**src/rtl/fetch_pkg.sv**
```systemverilog
// Shared types and constants for the instruction fetch stage.
package fetch_pkg;
  localparam int INSTR_W = 32;
  localparam logic [INSTR_W-1:0] HALT_WORD = 32'h0000_0000;

  typedef enum logic [1:0] {S_LOAD, S_FETCH, S_HALT} state_e;
endpackage

```
**src/rtl/instr_fetch_if.sv**
```systemverilog
// Instruction-memory port, IF/ID handshake and redirect bundle for instr_fetch.
// Loader stream signals exist only when IF_LOADER_EN is defined.
interface instr_fetch_if;
  import fetch_pkg::*;

  logic [31:0]        imem_adr;
  logic               imem_load;
  logic [INSTR_W-1:0] imem_in;
  logic [INSTR_W-1:0] imem_out;
  logic               redirect_valid;
  logic [31:0]        redirect_pc;
  logic               id_valid;
  logic               id_ready;
  logic [INSTR_W-1:0] id_instr;
  logic [31:0]        id_pc;
  logic               halt;
`ifdef IF_LOADER_EN
  logic               ld_valid;
  logic [INSTR_W-1:0] ld_data;
  logic               ld_last;
  logic               ld_ready;
`endif

  modport master (
    output imem_adr, imem_load, imem_in,
    input  imem_out,
    input  redirect_valid, redirect_pc,
    output id_valid, id_instr, id_pc, halt,
`ifdef IF_LOADER_EN
    input  ld_valid, ld_data, ld_last,
    output ld_ready,
`endif
    input  id_ready
  );

  modport slave (
    input  imem_adr, imem_load, imem_in,
    output imem_out,
    output redirect_valid, redirect_pc,
    input  id_valid, id_instr, id_pc, halt,
`ifdef IF_LOADER_EN
    output ld_valid, ld_data, ld_last,
    input  ld_ready,
`endif
    output id_ready
  );
endinterface

```
**src/rtl/fetch_loader.sv**
```systemverilog
// Boot loader: streams words into instruction memory at consecutive addresses
// while the fetch stage sits in LOAD; only instantiated with IF_LOADER_EN.
module fetch_loader
  import fetch_pkg::*;
#(
  parameter int MEM_SIZE = 1024
) (
  input  logic               clk,
  input  logic               rst,
  input  logic               active,
  input  logic               ld_valid,
  input  logic               ld_last,
  input  logic [INSTR_W-1:0] ld_data,
  output logic               ld_ready,
  output logic               wr_en,
  output logic [31:0]        wr_adr,
  output logic [INSTR_W-1:0] wr_data,
  output logic               done
);
  localparam int CNT_W = (MEM_SIZE > 1) ? $clog2(MEM_SIZE) : 1;

  logic [CNT_W-1:0] cnt_q, cnt_d;
  logic             accept;

  // The last slot of memory ends the load even without ld_last.
  always_comb begin
    accept = active && ld_valid;
    done   = accept && (ld_last || (cnt_q == CNT_W'(MEM_SIZE - 1)));
    cnt_d  = cnt_q;
    if (accept) cnt_d = done ? '0 : cnt_q + 1'b1;
  end

  always_ff @(posedge clk) begin
    if (rst) cnt_q <= '0;
    else     cnt_q <= cnt_d;
  end

  assign ld_ready = active;
  assign wr_en    = accept;
  assign wr_adr   = 32'(cnt_q);
  assign wr_data  = active ? ld_data : '0;
endmodule

```
**src/rtl/instr_fetch.sv**
```systemverilog
// Fetch stage: owns the PC, reads instruction memory and fills the IF/ID slot.
// Optional boot loader enabled by defining IF_LOADER_EN.
module instr_fetch
  import fetch_pkg::*;
#(
  parameter logic [31:0] RESET_PC = 32'h0000_0000,
  parameter int          MEM_SIZE = 1024
) (
  input  logic          clk,
  input  logic          rst,
  instr_fetch_if.master bus
);
  localparam logic [31:0] ADR_MASK = 32'(MEM_SIZE - 1);

  state_e             state_q, state_d;
  logic [31:0]        pc_q, pc_d;
  logic               id_valid_q, id_valid_d;
  logic [INSTR_W-1:0] id_instr_q, id_instr_d;
  logic [31:0]        id_pc_q, id_pc_d;
  logic               halt_q, halt_d;
  logic [31:0]        fetch_adr;

  assign fetch_adr = (pc_q >> 2) & ADR_MASK;

`ifdef IF_LOADER_EN
  localparam state_e RESET_STATE = S_LOAD;
  logic               ld_wr_en;
  logic [31:0]        ld_wr_adr;
  logic [INSTR_W-1:0] ld_wr_data;
  logic               ld_done;

  fetch_loader #(.MEM_SIZE(MEM_SIZE)) u_loader (
    .clk      (clk),
    .rst      (rst),
    .active   (state_q == S_LOAD),
    .ld_valid (bus.ld_valid),
    .ld_last  (bus.ld_last),
    .ld_data  (bus.ld_data),
    .ld_ready (bus.ld_ready),
    .wr_en    (ld_wr_en),
    .wr_adr   (ld_wr_adr),
    .wr_data  (ld_wr_data),
    .done     (ld_done)
  );

  assign bus.imem_adr  = (state_q == S_LOAD) ? ld_wr_adr : fetch_adr;
  assign bus.imem_load = ld_wr_en;
  assign bus.imem_in   = ld_wr_data;
`else
  localparam state_e RESET_STATE = S_FETCH;

  assign bus.imem_adr  = fetch_adr;
  assign bus.imem_load = 1'b0;
  assign bus.imem_in   = '0;
`endif

  always_comb begin
    state_d    = state_q;
    pc_d       = pc_q;
    id_valid_d = id_valid_q;
    id_instr_d = id_instr_q;
    id_pc_d    = id_pc_q;
    halt_d     = halt_q;
    case (state_q)
`ifdef IF_LOADER_EN
      S_LOAD: begin
        if (ld_done) begin
          state_d = S_FETCH;
          pc_d    = RESET_PC;
        end
      end
`endif
      S_FETCH: begin
        // A redirect squashes whatever would have been captured this cycle.
        if (bus.redirect_valid) begin
          pc_d       = bus.redirect_pc & ~32'h3;
          id_valid_d = 1'b0;
          halt_d     = 1'b0;
        end else if (!id_valid_q || bus.id_ready) begin
          if (bus.imem_out != HALT_WORD) begin
            id_instr_d = bus.imem_out;
            id_pc_d    = pc_q;
            id_valid_d = 1'b1;
            pc_d       = pc_q + 32'd4;
          end else begin
            id_valid_d = 1'b0;
            halt_d     = 1'b1;
            state_d    = S_HALT;
          end
        end
      end
      S_HALT: begin
        if (bus.redirect_valid) begin
          pc_d       = bus.redirect_pc & ~32'h3;
          id_valid_d = 1'b0;
          halt_d     = 1'b0;
          state_d    = S_FETCH;
        end else begin
          id_valid_d = 1'b0;
          halt_d     = 1'b1;
        end
      end
      default: state_d = RESET_STATE;
    endcase
  end

  always_ff @(posedge clk) begin
    if (rst) begin
      state_q    <= RESET_STATE;
      pc_q       <= RESET_PC;
      id_valid_q <= 1'b0;
      id_instr_q <= '0;
      id_pc_q    <= '0;
      halt_q     <= 1'b0;
    end else begin
      state_q    <= state_d;
      pc_q       <= pc_d;
      id_valid_q <= id_valid_d;
      id_instr_q <= id_instr_d;
      id_pc_q    <= id_pc_d;
      halt_q     <= halt_d;
    end
  end

  assign bus.id_valid = id_valid_q;
  assign bus.id_instr = id_instr_q;
  assign bus.id_pc    = id_pc_q;
  assign bus.halt     = halt_q;
endmodule

```
**src/flat_wrapper.sv**
```systemverilog
// flat-port wrapper written by rule: the top's interface ports become plain ports
module instr_fetch_flat import fetch_pkg::*;
#(
  parameter logic [31:0] RESET_PC = 32'h0000_0000,
  parameter int          MEM_SIZE = 1024
)
  (clk, rst, bus_imem_adr, bus_imem_load, bus_imem_in, bus_imem_out, bus_redirect_valid, bus_redirect_pc, bus_id_valid, bus_id_instr, bus_id_pc, bus_halt, bus_id_ready);
  instr_fetch_if bus_i ();
  input  logic clk;
  input  logic rst;
  output wire logic [$bits(bus_i.imem_adr)-1:0] bus_imem_adr;
  output wire logic [$bits(bus_i.imem_load)-1:0] bus_imem_load;
  output wire logic [$bits(bus_i.imem_in)-1:0] bus_imem_in;
  input wire logic [$bits(bus_i.imem_out)-1:0] bus_imem_out;
  input wire logic [$bits(bus_i.redirect_valid)-1:0] bus_redirect_valid;
  input wire logic [$bits(bus_i.redirect_pc)-1:0] bus_redirect_pc;
  output wire logic [$bits(bus_i.id_valid)-1:0] bus_id_valid;
  output wire logic [$bits(bus_i.id_instr)-1:0] bus_id_instr;
  output wire logic [$bits(bus_i.id_pc)-1:0] bus_id_pc;
  output wire logic [$bits(bus_i.halt)-1:0] bus_halt;
  input wire logic [$bits(bus_i.id_ready)-1:0] bus_id_ready;
  assign bus_imem_adr = bus_i.imem_adr;
  assign bus_imem_load = bus_i.imem_load;
  assign bus_imem_in = bus_i.imem_in;
  assign bus_i.imem_out = bus_imem_out;
  assign bus_i.redirect_valid = bus_redirect_valid;
  assign bus_i.redirect_pc = bus_redirect_pc;
  assign bus_id_valid = bus_i.id_valid;
  assign bus_id_instr = bus_i.id_instr;
  assign bus_id_pc = bus_i.id_pc;
  assign bus_halt = bus_i.halt;
  assign bus_i.id_ready = bus_id_ready;
  instr_fetch #(.RESET_PC(RESET_PC), .MEM_SIZE(MEM_SIZE)) u_core (.clk(clk), .rst(rst), .bus(bus_i));
endmodule
```
**config.mk**
```make
export PLATFORM = sky130hd
export DESIGN_NAME = instr_fetch_flat
export DESIGN_NICKNAME = d
export VERILOG_FILES = /design/src/rtl/fetch_pkg.sv /design/src/rtl/instr_fetch_if.sv /design/src/rtl/fetch_loader.sv /design/src/rtl/instr_fetch.sv /design/src/flat_wrapper.sv
export SDC_FILE = /design/constraint.sdc
export NUM_CORES = 1
export LEC_CHECK = 0
export ABC_CLOCK_PERIOD_IN_PS = 2600
export CAP_MARGIN = 5
export CORE_MARGIN = 3
export CORE_UTILIZATION = 30
export DETAILED_ROUTE_END_ITERATION = 6
export PLACE_DENSITY = 0.57
export SLEW_MARGIN = 15
export SYNTH_ARGS = -nofsm -noshare
export SYNTH_HDL_FRONTEND = slang
export SYNTH_SLANG_ARGS = --single-unit
```
**constraint.sdc**
```tcl
create_clock -name clk -period 2.6 [get_ports clk]
set_input_delay 0.39 -clock clk [delete_from_list [all_inputs] [get_ports clk]]
set_output_delay 0.39 -clock clk [all_outputs]
set_load 0.05 [all_outputs]
```
## Word level (Yosys, flattened, before mapping)

Index checks and enable logic that the tools add are counted.

- Register bits after elaboration: 100
- Logic and storage cells: 45

- Add/sub/neg operators: 1
- Eq/ne operators: 9
- Multiplexer cells: 19
- Bitwise logic cells: 1
- Reductions and logical operators: 9

Operator list:

| kind | count |
|---|---|
| 2-to-1 mux 32 bit | 4 |
| one-hot mux 32 bit (2 select lines) | 1 |
| adder 32 x 3 -> 32 bit, second input constant | 1 |
| nonzero test 32 bit | 1 |
| AND reduction 4 bit | 3 |
| 2-to-1 mux 2 bit | 4 |
| 2-to-1 mux 1 bit | 7 |
| != test 2 bit, second input constant | 3 |
| != test 3 x 2 -> 1 bit, second input constant | 2 |
| one-hot mux 1 bit (2 select lines) | 2 |
| one-hot mux 2 bit (2 select lines) | 1 |
| != test 3 bit, second input constant | 1 |
| AND reduction 3 bit | 1 |
| == test 2 x 1 -> 1 bit, second input constant | 1 |
| == test 2 bit, second input constant | 1 |
| != test 2 x 1 -> 1 bit, second input constant | 1 |
| AND reduction 2 bit | 1 |
| nonzero test 2 bit | 1 |
| logical NOT 1 bit | 1 |
| logical OR 1 bit | 1 |
| inverter 1 bit | 1 |

## Logic depth before layout (Yosys ltp)

- Depth in word-level cells: 5
- Gate-level depth with buffers: 9

## Worst setup path before layout

OpenSTA, ideal clock, no wires.

- Kind: reg2reg
- Start point: register u_core.pc_q[2]
- End point: register u_core.pc_q[28]
- Arrival: 1.718 ns
- Data required time: 2.454 ns
- Path slack: 0.736 ns
- Stages on the path, launching flop included: 8
- Clock period less this slack: 1.864 ns
- Path through: dfxtp_1 > ha_1 > and4_1 > clkbuf_2 > nand2_2 > or3_1 > o22ai_1 > a211oi_2

- Cells in the longest elaborated chain, start to end: 5

Ends and longest elaborated chain:

| item | RTL line | source |
|---|---|---|
| from (decl) | instr_fetch.sv:16 | `logic [31:0] pc_q, pc_d;` |
| from (signal assigned) | instr_fetch.sv:117 | `pc_q <= pc_d;` |
| adder 32 x 3 -> 32 bit | instr_fetch.sv:84 | `pc_d = pc_q + 32'd4;` |
| 2-to-1 mux 32 bit | instr_fetch.sv:80 | `if (bus.imem_out != HALT_WORD) begin` |
| 2-to-1 mux 32 bit | instr_fetch.sv:79 | `end else if (!id_valid_q \|\| bus.id_ready) begin` |
| 2-to-1 mux 32 bit | instr_fetch.sv:75 | `if (bus.redirect_valid) begin` |
| one-hot mux 32 bit (2 select lines) | instr_fetch.sv:64 | `case (state_q)` |

No other way between the ends. The select of a mux whose other input is x is not followed.
A chain may end at the register's enable or synchronous reset.

## Worst setup path after layout

- Start point: input bus_imem_out[27]
- End point: register u_core.id_instr_q[19], in the netlist u_core.bus.id_instr[19]

- Cells in the longest elaborated chain, start to end: 2

Ends and longest elaborated chain:

| item | RTL line | source |
|---|---|---|
| from (decl) | flat_wrapper.sv:14 | `input wire logic [$bits(bus_i.imem_out)-1:0] bus_imem_out;` |
| nonzero test 32 bit | instr_fetch.sv:80 |  |
| AND reduction 4 bit (no source line) | - |  |
| to (signal assigned) | instr_fetch.sv:119 | `id_instr_q <= id_instr_d;` |
| to (decl) | instr_fetch.sv:18 | `logic [INSTR_W-1:0] id_instr_q, id_instr_d;` |

No other way between the ends.

==> impl_results.md <==
- Power Density: 594 nW/um^2
- Vias in the first global route: 4208
- IO Count: 199
- Clock tree root buffer cell: clkbuf_16
- Unrepaired setup endpoints after global routing: no
- Global placement routability congestion: 0.789
- H-Tree Level Count: 3
- Final period demand of the worst path: 2.27 ns
- Final clock skew: 0.00508 ns
- Maximum number of pins on one net before global-route repair: 41
- Sum of routed wire length over all layers: 13700 um
- Horizontal die dimension: 135 um
- Post-CTS setup buffers: 0
- Setup ws final: 0.326 ns
- VDD IR max: 0.304 mV
- Total leakage power: 2.73 nW
- Cell count after synthesis: 562
- Clock insertion delay at the later pin of the skew report: 0.34 ns
- Count of antenna diodes in the layout: 0
- Number of distinct standard cells referenced by the synthesized netlist: 48
- Avg Inst Size Synth: 8.86 um^2
- Sequential share of power: 40.6%
- Count of unresolved DRC violations after routing: 0
- Top cells by area, synth: dfxtp_1, mux2i_1, buf_4, nor2_1, a21oi_1
- Overall routing resource usage: 14.8%
- Chip height: 135 um
- Min-Delay Path Depth: 2
- Arrival time worst endpoint: 2.49 ns
- Top cell type by total area after synthesis: dfxtp_1
- Per-cell routed wire length: 15.0 um
- Crit-path max FO: 17
- TritonCTS buffer count: 9
- Number of synthesis warnings: 0
- Critical path's most frequent cell: buf_4
- Most used standard cell by instance count after synthesis: dfxtp_1
- Sink count of the clock tree: 96
- Power after layout: 0.00399 W
- Number of vias after detailed routing: 4329
- Measured slew at the worst slew-check pin: 0.565 ns
- Net load switching power: 0.00124 W
- Run status: completed
- Global-route wire length before repair: 21700 um
- Synth top area share: 38.6%
- Portion of total power attributed to combinational logic: 24.0%
- Internal power: 0.00276 W
- Initial DRT Pass Iterations: 4
- Fin nets: 762
- Post-layout util: 41.8%
- Final worst path period share: 87.5%
- Sw frac: 31.0%
- Worst reg2reg path depth: 6
- Top flip-flop cell by instance count after synthesis: dfxtp_1
- Number of rows created at floorplan: 46
- Required @ worst endpoint: 2.82 ns
- Die area: 18200 um^2
- Clock slew at reported path FFs: 0.06 ns
- Critical path, cell by cell: clkdlybuf4s50_1 -> nor4_1 -> nand4_1 -> buf_4 -> o211ai_1 -> buf_4 -> buf_12 -> mux2i_1 -> nor2_1
- Worst hold path class: input port to register
- Clk pwr share: 35.4%
- Endpoints failing hold: 0
- Final HPWL from detailed placement: 10300 um
- Slowest stage cell on the critical path: clkdlybuf4s50_1
- Count of port buffers added during placement: 139
- Number of max-cap violations: 0
- Worst setup path category: input port to register
- Pins over their slew limit: 0
- Antenna violations before repair: 0
- Async set or reset register ratio after synthesis: 0%
- CP Capture Type: register
- Seq/Total Area, Yosys: 38.6%
- Worst max-slew margin expressed relative to the limit: 62.2%
- Final global-route overflow total: 0
- Number of vias per cell: 4.75
- Highest clock frequency the design can meet: 0.440 GHz
- Number of buffers on the longest clock path: 2
- Number of flip-flops and latches in the synthesized netlist: 96
- TritonCTS clock tree: done
- Synth top cells by count: dfxtp_1, nor2_1, buf_4
- Kind of start point of the critical path: input port
- Number of nets still failing antenna checks after routing: 0
- Number of DRC violations after detailed-routing iteration 0: 241
- Number of gates given a new drive strength after cts: 0
- Initial cell density of the core: 31.0%
- Synth-to-Final Area Change: 35.0%
- Post-Synthesis Cell Area: 4980 um^2
- Area of the core: 16100 um^2
- EDFF count, synth: 0
- Placement Setup Slack: -0.0532 ns
- Number of failing setup endpoints in the final timing report: 0
- Fraction of final layout cells sized beyond drive strength 1: 9.20%
- Hold bufs inserted after CTS: 0
- Slowest Stage Delay on Critical Path: 0.45 ns
sequential cells by signal (all words and copies together), names as in the netlist:
signal,count
u_core.bus.halt,1
u_core.bus.id_instr,32
u_core.bus.id_pc,30
u_core.bus.id_valid,1
u_core.pc_q,30
u_core.state_q,2
cell families after synthesis:
kind of cell | synth area share (%)
AOI/OAI and AO/OA | 16.6
and+or+nand+nor | 16.6
adders and majority gates | 0.754
buffers and inverters | 14.8
muxes | 12.5
other | 0.0753
DFF | 38.6
critical path: cells and delay by family:
family | cells | cell delay, ns
buf+inv | 4 | 1.05
simple gates | 3 | 0.57
mux | 1 | 0.22
compound gates | 1 | 0.27
final timing paths:
path,from,end,slack [ns]
worst min register to register,u_core.bus.id_pc[16]$_SDFFE_PP0P_,u_core.bus.id_pc[16]$_SDFFE_PP0P_,0.49
worst min-delay path,rst,u_core.bus.id_pc[7]$_SDFFE_PP0P_,0.48
worst max register to register,u_core.pc_q[3]$_SDFFE_PP0P_,u_core.pc_q[24]$_SDFFE_PP0P_,0.41
worst max-delay path,bus_imem_out[27],u_core.bus.id_instr[19]$_SDFFE_PP0P_,0.33
cell type report:
type	count	area (um^2)
multi-input cells	411	2530
flip-flops and latches	96	1920
fillers	1575	9340
repair buffers	166	1650
clock buffers	13	250
inverters	7	26.3
well taps	216	270
clock inverters	3	65.1
placed cells by master, fill, tap and decap left out, types with 3 or more instances in the layout:
cell / n
or3_1: 3
a311oi_2: 3
ha_1: 3
and2_1: 6
clkbuf_16: 9
o31ai_1: 10
mux2i_1: 62
o32ai_1: 7
o22ai_1: 8
conb_1: 57
a211oi_2: 9
clkbuf_1: 3
a21o_1: 3
buf_12: 5
nand3_1: 9
nand2_1: 31
buf_4: 23
o21ai_0: 12
nor4_1: 13
clkdlybuf4s50_1: 138
nand2b_1: 3
a21oi_1: 34
nand4_1: 9
nor3_1: 8
nor2_1: 75
o21ai_1: 7
o21a_1: 7
inv_1: 6
and4_1: 4
dfxtp_1: 96
and3_1: 6
metrics by stage:
step / cell area [um^2] / setup TNS [ns] / hold slack, ns / std cells
global route: 6720 / 0 / 0.507 / 912
floorplan: 5190 / 0 / 0.460 / 618
global placement: 6400 / 0 / 0.473 / 896
detailed placement: 6400 / -1.20 / 0.484 / 896
finish: 6720 / 0 / 0.485 / 912
CTS: 6720 / 0 / 0.481 / 912
power by group through the flow:
stage	Combinational [W]	Sequential, W	Clock (W)
2_1_floorplan	0.000557	0.00182	0
3_3_place_gp	0.000956	0.00165	0
3_5_place_dp	0.000962	0.00165	0
4_1_cts	0.000964	0.00162	0.00147
5_1_grt	0.00102	0.00163	0.00154
6_report	0.000960	0.00162	0.00141
per-layer routing:
| layer | track usage (%) | part of all wire (%) | vias to the layer above |
|---|---|---|---|
| li1 | - | - | 2140 |
| met1 | 19.7 | 46 | 2010 |
| met2 | 24.2 | 46 | 167 |
| met3 | 3.09 | 7.0 | 12 |
| met4 | 4.64 | 1.2 | 0 |
| met5 | 0 | 0 | - |
Power figures use the tool's default switching activity.
